[config.mk]
export PLATFORM = sky130hd
export DESIGN_NAME = pc_fetch_unit
export DESIGN_NICKNAME = d
export VERILOG_FILES = /design/src/rtl/pc_fetch_unit.sv
export SDC_FILE = /design/constraint.sdc
export NUM_CORES = 1
export LEC_CHECK = 0
export CAP_MARGIN = 20
export CORE_UTILIZATION = 50
export DETAILED_ROUTE_END_ITERATION = 7
export PLACE_DENSITY = 0.83
export SYNTH_ARGS = -nofsm -noshare
export SYNTH_HDL_FRONTEND = slang
export SYNTH_SLANG_ARGS = --single-unit
[constraint.sdc]
create_clock -name clk -period 2.5 [get_ports clk]
set_input_delay 0.375 -clock clk [delete_from_list [all_inputs] [get_ports clk]]
set_output_delay 0.375 -clock clk [all_outputs]
set_load 0.01 [all_outputs]
[src/rtl/pc_fetch_unit.sv]
// pc_fetch_unit: owns the architectural PC, issues instruction fetches,
// applies jump/branch redirects and presents {pc, instr, valid} to IF/ID.
// A small FSM tracks whether a fetch is outstanding (REQ), whether a
// returned word is parked because IF/ID is stalled (HOLD), or whether an
// old-path fetch must be drained after a redirect (DRAIN).
module pc_fetch_unit #(
  parameter logic [31:0] RESET_PC  = 32'h0000_0000,
  parameter logic [31:0] NOP_INSTR = 32'h0000_0000
) (
  input  logic        clk,
  input  logic        reset_n,
  input  logic [31:0] pc_4,
  input  logic [1:0]  jump,
  input  logic [31:0] jump_add,
  input  logic [31:0] jump_forward_add,
  input  logic        stall,
  output logic        imem_req,
  output logic [31:0] imem_addr,
  input  logic        imem_ack,
  input  logic [31:0] imem_rdata,
  output logic [31:0] pc,
  output logic        if_valid,
  output logic [31:0] if_pc,
  output logic [31:0] if_instr
);

  typedef enum logic [1:0] {
    BOOT  = 2'd0,
    REQ   = 2'd1,
    HOLD  = 2'd2,
    DRAIN = 2'd3
  } state_t;

  state_t      state;
  state_t      state_next;
  logic [31:0] pc_next;
  logic [31:0] pending;
  logic [31:0] pending_next;
  logic [31:0] hold_pc;
  logic [31:0] hold_pc_next;
  logic [31:0] hold_instr;
  logic [31:0] hold_instr_next;
  logic        if_valid_next;
  logic [31:0] if_pc_next;
  logic [31:0] if_instr_next;

  logic [31:0] target;
  logic        redirect;
  logic        slot_free;

  // The memory always sees the architectural PC; the address only moves
  // when the FSM updates pc, so it stays stable while a request waits.
  assign imem_addr = pc;

  // Redirect target decode: jump[0] picks jump_add (01 and 11), 10 picks the
  // forwarded target; the low two bits are cleared to keep word alignment.
  always_comb begin
    target    = (jump[0] ? jump_add : jump_forward_add) & 32'hFFFF_FFFC;
    redirect  = (jump != 2'b00);
    slot_free = !if_valid || !stall;
  end

  // Next-state and datapath decisions; every target defaults to "hold".
  always_comb begin
    state_next      = state;
    pc_next         = pc;
    pending_next    = pending;
    hold_pc_next    = hold_pc;
    hold_instr_next = hold_instr;
    if_valid_next   = if_valid && stall;
    if_pc_next      = if_pc;
    if_instr_next   = if_instr;
    imem_req        = 1'b0;

    case (state)
      BOOT: begin
        state_next = REQ;
        if (redirect) begin
          pc_next       = target;
          if_valid_next = 1'b0;
        end
      end

      REQ: begin
        imem_req = 1'b1;
        if (redirect) begin
          if_valid_next = 1'b0;
          if (imem_ack) begin
            pc_next = target;
          end else begin
            pending_next = target;
            state_next   = DRAIN;
          end
        end else if (imem_ack) begin
          pc_next = pc_4;
          if (slot_free) begin
            if_valid_next = 1'b1;
            if_pc_next    = pc;
            if_instr_next = imem_rdata;
          end else begin
            hold_pc_next    = pc;
            hold_instr_next = imem_rdata;
            state_next      = HOLD;
          end
        end
      end

      HOLD: begin
        if (redirect) begin
          if_valid_next   = 1'b0;
          pc_next         = target;
          hold_pc_next    = 32'h0000_0000;
          hold_instr_next = NOP_INSTR;
          state_next      = REQ;
        end else if (!stall) begin
          if_valid_next = 1'b1;
          if_pc_next    = hold_pc;
          if_instr_next = hold_instr;
          state_next    = REQ;
        end
      end

      DRAIN: begin
        imem_req = 1'b1;
        if (redirect) begin
          if_valid_next = 1'b0;
        end
        if (imem_ack) begin
          pc_next    = redirect ? target : pending;
          state_next = REQ;
        end else if (redirect) begin
          pending_next = target;
        end
      end

      default: begin
        state_next = BOOT;
      end
    endcase
  end

  // State, PC, pending target, hold buffer and IF/ID registers.
  always_ff @(posedge clk or negedge reset_n) begin
    if (!reset_n) begin
      state      <= BOOT;
      pc         <= RESET_PC;
      pending    <= RESET_PC;
      hold_pc    <= 32'h0000_0000;
      hold_instr <= NOP_INSTR;
      if_valid   <= 1'b0;
      if_pc      <= 32'h0000_0000;
      if_instr   <= NOP_INSTR;
    end else begin
      state      <= state_next;
      pc         <= pc_next;
      pending    <= pending_next;
      hold_pc    <= hold_pc_next;
      hold_instr <= hold_instr_next;
      if_valid   <= if_valid_next;
      if_pc      <= if_pc_next;
      if_instr   <= if_instr_next;
    end
  end

endmodule

* After elaboration in Yosys (flattened, before gate mapping)
Cells that the tools add are included.
** Storage, ports and cells
- Register bits :: 195
- Input bits :: 134
- Word-level logic and storage cells :: 92
** Cells by class
- Eq/ne operators :: 19
- Muxes and demuxes :: 49
- Reductions and logical operators :: 16
** Operators with widths (count)
- $mux W32 :: 27
- $pmux W32 S2 :: 5
- $pmux W32 S3 :: 1
- $ne A2 B2 Y1 const B :: 11
- $mux W2 :: 7
- $ne A3 B3 Y1 const B :: 4
- $reduce_and A5 Y1 :: 2
- $pmux W2 S4 :: 1
- $mux W1 :: 7
- $reduce_and A6 Y1 :: 1
- $reduce_bool A2 Y1 :: 3
- $reduce_or A2 Y1 :: 3
- $eq A2 B2 Y1 const B :: 2
- $reduce_and A4 Y1 :: 1
- $pmux W1 S3 :: 1
- $reduce_and A3 Y1 :: 1
- $eq A2 B1 Y1 const B :: 1
- $logic_not A1 Y1 :: 2
- $logic_not A2 Y1 :: 1
- $ne A2 B1 Y1 const B :: 1
- $logic_and A1 B1 Y1 :: 1
- $logic_or A1 B1 Y1 :: 1

* Depth between registers and ports, before layout
Gate-level depths: netlist (run 1).
- Depth in word-level cells :: 6
- Gate-level depth with buffers :: 8
- Mapped depth without buffers :: 6

* Worst setup path after synthesis (run 1)
No wires, ideal clock.
- Path kind :: register to register
- Start :: reg state[0]
- End :: reg if_instr[2]
- Library setup time :: 125 ps
- Arrival time :: 1933 ps
- Required time :: 2375 ps
- Setup slack :: 442 ps
- Cell stages (with the launch flop) :: 7
- Path buffers :: 2
- Period minus slack after synthesis :: 2058 ps
- Path through :: dfrtp_1 inv_1 ha_1 buf_2 clkbuf_1 mux2_2 mux2_2
** Between the ends
- Longest elaborated chain between the ends :: 3
- Elaborated cells between the ends (all ways) :: 10
- Those cells by class :: 7 x eq/ne; 1 x mux; 2 x reduce/logical
** RTL lines
- start: declaration :: RTL line 34 : state_t state;
- start signal: assignment :: RTL line 154 : state <= state_next;
- $eq A2 B1 Y1 / $eq A2 B2 Y1 (equally long branches) :: RTL line 75 : case (state)
- $ne A2 B2 Y1 (no line) / $reduce_bool A2 Y1 (equally long branches)
- $reduce_and A6 Y1 (no line)
- end signal: assignment :: RTL line 161 : if_instr <= if_instr_next;
- end: declaration :: RTL line 24 : output logic [31:0] if_instr
Parallel ways exist; a longest one is shown, timed or not.
A chain may end at the register's enable or synchronous reset.

* Worst setup path in the final report (run 1)
- Start :: reg state[1]
- End :: out imem_req
** Between the ends
- Longest elaborated chain between the ends :: 3
- Elaborated cells between the ends (all ways) :: 4
- Those cells by class :: 2 x eq/ne; 1 x mux; 1 x reduce/logical
** RTL lines
- $eq A2 B2 Y1 / $eq A2 B1 Y1 (equally long branches) :: RTL line 75
- $reduce_or A2 Y1 (no line) *
- $mux W1 * :: RTL line 75
- end: declaration :: RTL line 17 : output logic imem_req,
Mark *: on every way between the ends. The rest lies on a longest branch, timed or not.

==> results.toml, run 1 <==
[run_status]
outcome = "complete, no violations"

[grt]
grt-ovfl-total = 0
grt_pass1_vias = 8017
grt_max_degree = 74
antenna_found_initial = 0
gr-usage-all-layers = 0.243
grt_pass1_wl_mm = 41.9

[timing]
timing.final.crit_share = 0.971
slew_viol_final = 0
relSlewSlack = 0.589
clock-skew-final_ns = 0.0158
tns_ns = 0
setup_viol = 0
worst_pin_slew_ns = 0.616
rsz0062_at_grt = "no"
period_minus_slack_ns = 2.43
fmax_ghz = 0.412
final_hold_viol_count = 0

[route]
met1_length_mm = 11.3
routedWlPerCell_um = 18.7
wl_met2_mm = 12.9
drc = 0
ant_nets = 0
met3_length_mm = 1.36
drt_iter0_markers = 283
drt_pass1_iterations = 4
vias = 7647
wl_mm = 26.2
viasPerCell = 5.46
top_layer = "met4"

[place]
gp_congestion = 0.788
io_buffers = 259
place_hpwl_mm = 17.8

[clock_tree]
cts.clk_slew.worst_paths_ns = 0.07
clk_latency_ns = 0.43
clockBufferDepth = 2
post_cts_buffers = 0
cts_made_buffers = 17
cts.sinks = 195
htree_levels = 4
cts_tree = "yes"
root_buffer = "clkbuf_16"

[synth]
synthTopCellsByCount = "195 x dfrtp_1, 120 x mux2_4, 99 x mux2_2"
synth_nets = 1042
avgSynthCellArea_um2 = 11.9
yosys_warnings = 0
syn_inst = 902
syn_area_um2 = 10800
synth_edf_count = 0
synth_top_cell_by_area = "dfrtp_1"
yosysSeqAreaShare = 0.454
ys.flop_type = "dfrtp_1"
ys_async_sr_fraction = 1.00
synth.most_common_cell = "dfrtp_1"
synth_cell_types = 39
synthTopCellsByArea = "dfrtp_1 45%, mux2_4 17%, mux2_2 10%"
ys_seq_elements = 195
yosysTopAreaCellShare = 0.454

[cells_and_area]
fill_cells = 1631
seqCellArea_um2 = 4880
drive_gt1_frac = 0.256
utilization = 0.662
areaGrowthSynthToFinish_pct = 29.7
fin_nets = 1251
multi_input_area_um2 = 5140

[power]
powerDensity_nw_per_um2 = 1150
p_leak_nw = 6.28
vdd.ir_drop.worst_mv = 0.571
clockPowerShare = 0.162
seqPwrFrac = 0.357
power.internal_mw = 10.6
power_frac_comb = 0.481
switching_share = 0.340
power_switching_mw = 5.44

[hold_path]
worstHoldPathType = "primary input to register"

[worst_setup_path]
worstPathMaxFanout = 9
end_kind = "output pin"
worstSetupPathType = "register to output pin"
crit_path_start_kind = "register"
crit_chain = "inv_1 > ha_2 > or2_2 > clkdlybuf4s50_1"
arrival_ns = 2.05
cpPeakStageDelay_ns = 0.58
cp_data_required_time_ns = 2.12
reg2reg_slack_ns = 0.25
crit_slowest_cell = "clkdlybuf4s50_1"

[floorplanning]
fp-row-count = 53
pin_count = 264
die_y_um = 149
fp.dieW_um = 149
start_util = 0.510
core_um2 = 21100
die_area_um2 = 22100

[job]
drv_cap = 0
-- power groups by stage --
stage	clock network, mW	registers [mW]	logic (mW)
3_3_place_gp	0	5.65	7.49
3_5_place_dp	0	5.73	7.70
2_1_floorplan	0	5.74	4.52
4_1_cts	2.64	5.71	7.75
5_1_grt	2.77	5.89	8.24
6_report	2.60	5.71	7.71
-- routing by layer --
metal	track usage	up-vias
met5	0	-
met4	0.0892	0
met3	0.0500	36
met2	0.405	248
met1	0.313	3827
li1	-	3536
-- area by class of cell --
cell class	count	area share
Multi-Input combinational cell	578	0.368
Sequential cell	195	0.350
Timing Repair Buffer	284	0.208
Clock buffer	20	0.0313
Tap cell	275	0.0247
Inverter	35	0.00942
Clock inverter	12	0.00816
Antenna cell	1	0.000179
-- flip-flops by register name (all words and copies together), names as in the netlist --
| register | flops |
|---|---|
| state | 2 |
| if_valid | 1 |
| if_instr | 32 |
| imem_addr | 32 |
| if_pc | 32 |
| hold_pc | 32 |
| hold_instr | 32 |
| pending | 32 |
-- final timing paths --
| kind | start | to | depth (start not counted) |
|---|---|---|---|
| setup / recovery | state[1]$_DFFE_PN0P_ | imem_req | 4 |
| hold / removal | jump[1] | state[1]$_DFFE_PN0P_ | 4 |
| setup reg to reg | state[1]$_DFFE_PN0P_ | hold_instr[31]$_DFFE_PN0P_ | 7 |
| hold reg to reg | hold_instr[0]$_DFFE_PN0P_ | hold_instr[0]$_DFFE_PN0P_ | 1 |
| max in group asynchronous | reset_n | if_pc[20]$_DFFE_PN0P_ | 3 |
| min in group asynchronous | reset_n | if_instr[20]$_DFFE_PN0P_ | 2 |
-- repair_timing --
item                                   in CTS  in global routing
setup endpoints to repair                   1                 29
gates cloned                                0                  0
hold buffers                                1                  0
gates resized for setup                     1                  2
endpoints found under the hold margin      54                  0
-- cell families after synthesis --
logic type	after synthesis	synth area share
flops	195	0.454
fa+ha+maj	6	0.00698
buf+inv	129	0.0719
mux	251	0.301
simple gates	148	0.0719
compound gates	173	0.0947
-- critical path, delay by kind of cell, from the launching register on --
kind,cells,cell delay [ns]
and+or+nand+nor,1,0.16
DFF,1,0.45
buffers and inverters,2,0.71
adders and majority gates,1,0.32
-- cells in the final DEF (no fill, tap or decap), types with 17 or more instances in the layout --
cell type	netlist	routed
a21oi_1	62	62
a22oi_1	33	33
clkbuf_16	0	17
clkdlybuf4s50_1	0	256
dfrtp_1	195	194
inv_1	35	35
mux2_2	99	99
mux2_4	120	120
mux2i_1	31	31
nand2_1	36	36
nor2_1	33	33
nor2b_1	69	69
o21ai_0	64	64
-- per-stage QoR --
stage | area, µm² | power [mW] | hold slack, ns | worst slack (ns) | instances
CTS | 13900 | 16.1 | 0.360 | 0.0349 | 1399
global placement | 13400 | 13.1 | 0.448 | 0.135 | 1366
detailed placement | 13400 | 13.4 | 0.444 | 0.0564 | 1366
finish | 14000 | 16.0 | 0.376 | 0.0733 | 1400
floorplan | 10800 | 10.3 | 0.0794 | 0.442 | 902
global route | 13900 | 16.9 | 0.390 | 0.00866 | 1399
No activity file was read; power rests on OpenSTA's default activity.
==> inputs of run 2 (changes only) <==
--- a/config.mk
+++ b/config.mk
@@ -7,7 +7,9 @@
 export LEC_CHECK = 0
 export CAP_MARGIN = 20
 export CORE_UTILIZATION = 50
+export CTS_BUF_LIST = sky130_fd_sc_hd__clkbuf_8 sky130_fd_sc_hd__clkbuf_16
 export DETAILED_ROUTE_END_ITERATION = 7
+export GPL_ROUTABILITY_DRIVEN = 0
 export PLACE_DENSITY = 0.83
 export SYNTH_ARGS = -nofsm -noshare
 export SYNTH_HDL_FRONTEND = slang
==> run 2 against run 1 <==
Sequential cell count unchanged. Fmax decreased by 0.17%. Sequential share of layout area about the same. Non-clock buffer count did not move. Sequential power barely moved. Worst hold slack got worse by 0.0037 ns. Combinational power barely moved. Clock power about the same. Die area unchanged. Critical path type unchanged. Largest power group unchanged.
==> results.toml, run 2 (synthesized netlist as in run 1, its figures left out) <==
[run_status]
outcome = "complete, no violations"

[worst_setup_path]
cp_data_required_time_ns = 2.12
crit_slowest_cell = "clkdlybuf4s50_1"
worstPathMaxFanout = 9
crit_path_start_kind = "register"
worstSetupPathType = "register to output pin"
r2r_end = "hold_instr[31]$_DFFE_PN0P_"
crit_chain = "inv_1 > ha_2 > or2_2 > clkdlybuf4s50_1"
reg2reg_from = "state[1]$_DFFE_PN0P_"
cpPeakStageDelay_ns = 0.58
reg2reg_slack_ns = 0.24
arrival_ns = 2.06
cpLargestDelayFamily = "buffers and inverters"
end_kind = "output pin"
reg2reg_depth = 7
cp_num_buf_inv = 2

[floorplanning]
core_um2 = 21100
pin_count = 264
die_y_um = 149
fp-row-count = 53
die_area_um2 = 22100
fp.dieW_um = 149
start_util = 0.510

[power]
seqPwrFrac = 0.357
vdd.ir_drop.worst_mv = 0.573
p_leak_nw = 6.29
switching_share = 0.340
power_frac_comb = 0.482
power_switching_mw = 5.45
powerDensity_nw_per_um2 = 1150
clockPowerShare = 0.161
finalPower_mw = 16.0
power.internal_mw = 10.6

[cells_and_area]
final_common_cell = "clkdlybuf4s50_1"
areaGrowthSynthToFinish_pct = 29.7
final_cell_mix = "256 x clkdlybuf4s50_1, 194 x dfrtp_1, 120 x mux2_4"
fin_nets = 1251
seqCellArea_um2 = 4880
utilization = 0.662
fill_cells = 1630
multi_input_area_um2 = 5140
drive_gt1_frac = 0.256
antenna_cells = 0
finalNonFillerCells = 1399

[hold_path]
hp-start = "jump[1]"
worstHoldPathType = "primary input to register"
holdPathStages = 4
hold_end = "state[1]$_DFFE_PN0P_"

[clock_tree]
root_buffer = "clkbuf_16"
cts_made_buffers = 17
clockBufferDepth = 2
post_cts_buffers = 0
cts.sinks = 195
htree_levels = 4
cts.clk_slew.worst_paths_ns = 0.07
cts_tree = "yes"
clk_latency_ns = 0.44

[route]
ant_nets = 0
wl_mm = 26.3
drt_pass1_iterations = 4
drc = 0
vias = 7654
routedWlPerCell_um = 18.8
drt_iter0_markers = 301
viasPerCell = 5.47

[grt]
antenna_found_initial = 0
grt_pass1_wl_mm = 41.9
grt_max_degree = 74
grt-ovfl-total = 0
gr-usage-all-layers = 0.243
grt_pass1_vias = 8021

[place]
place_hpwl_mm = 17.8
dp.cells = 1366
place_ws_ns = 0.0564
io_buffers = 259

[timing]
setup_ws_ns = 0.0692
period_minus_slack_ns = 2.43
rsz0062_at_grt = "no"
worst_pin_slew_ns = 0.616
final_hold_viol_count = 0
relSlewSlack = 0.590
tns_ns = 0
setup_viol = 0
clock-skew-final_ns = 0.0204
timing.final.crit_share = 0.972
slew_viol_final = 0
fmax_ghz = 0.411

[job]
drv_cap = 0
run 2: cell types whose count changed in the layout (fill, tap and decap cells not counted), sizes merged:
cell and delta:
clkbuf -3, inv +3, diode -1
run 2: worst max-delay path by stage:
stage / slack [ns] / depth (start not counted) / startpoint / endpoint
6_report: 0.07 / 4 / state[1]$_DFFE_PN0P_ / imem_req
5_1_grt: 0.009 / 4 / state[1]$_DFFE_PN0P_ / imem_req
2_1_floorplan: 0.44 / 6 / state[0]$_DFFE_PN0P_ / if_instr[2]$_DFFE_PN0P_
3_5_place_dp: 0.06 / 5 / state[1]$_DFFE_PN0P_ / pending[14]$_DFFE_PN0P_
3_3_place_gp: 0.13 / 5 / state[1]$_DFFE_PN0P_ / pending[22]$_DFFE_PN0P_
4_1_cts: 0.03 / 4 / state[1]$_DFFE_PN0P_ / imem_req
run 2: cell type report:
type,count,share of cell area
clock buffer,17,0.0305
inverter,35,0.00942
clock inverter,15,0.00897
tap,275,0.0247
multi-input combinational,578,0.369
sequential,195,0.350
timing repair buffer,284,0.208
run 2: metrics by stage:
step | hold slack, ns | area [µm²]
3_5_place_dp | 0.444 | 13400
5_1_grt | 0.390 | 13900
6_report | 0.372 | 13900
2_1_floorplan | 0.0794 | 10800
3_3_place_gp | 0.448 | 13400
4_1_cts | 0.360 | 13900
run 2: layer usage:
metal | part of all wire | GRT usage | vias to the layer above
met1 | 0.44 | 0.312 | 3860
met2 | 0.49 | 0.405 | 222
met4 | 0.025 | 0.0892 | 0
met3 | 0.048 | 0.0500 | 38
met5 | 0 | 0 | -
li1 | - | - | 3534
run 2: power by group through the flow:
stage,registers (mW),clock network [mW],logic [mW]
6_report,5.71,2.59,7.71
3_5_place_dp,5.73,0,7.70
3_3_place_gp,5.65,0,7.49
5_1_grt,5.89,2.76,8.24
4_1_cts,5.71,2.63,7.75
2_1_floorplan,5.74,0,4.52
run 2: worst register-to-register path: stages, from the launching register on:
cell	delay (ns)
dfrtp_2	0.45
inv_1	0.13
ha_2	0.32
inv_1	0.15
and3_4	0.20
o22ai_4	0.13
buf_12	0.35
mux2_2	0.42
run 2: repair_timing:
item | in CTS | in global routing
hold endpoints to repair | 54 | 0
gates resized for setup | 1 | 2
gates cloned | 0 | 0
hold buffers | 1 | 0
setup endpoints to repair | 1 | 29
==> inputs of run 3 (changes only) <==
--- a/config.mk
+++ b/config.mk
@@ -8,6 +8,7 @@
 export CAP_MARGIN = 20
 export CORE_UTILIZATION = 50
 export CTS_BUF_LIST = sky130_fd_sc_hd__clkbuf_8 sky130_fd_sc_hd__clkbuf_16
+export CTS_CLUSTER_DIAMETER = 80
 export DETAILED_ROUTE_END_ITERATION = 7
 export GPL_ROUTABILITY_DRIVEN = 0
 export PLACE_DENSITY = 0.83
==> results of run 3 <==
Final layout, timing and power as in run 2 (identical DEF).
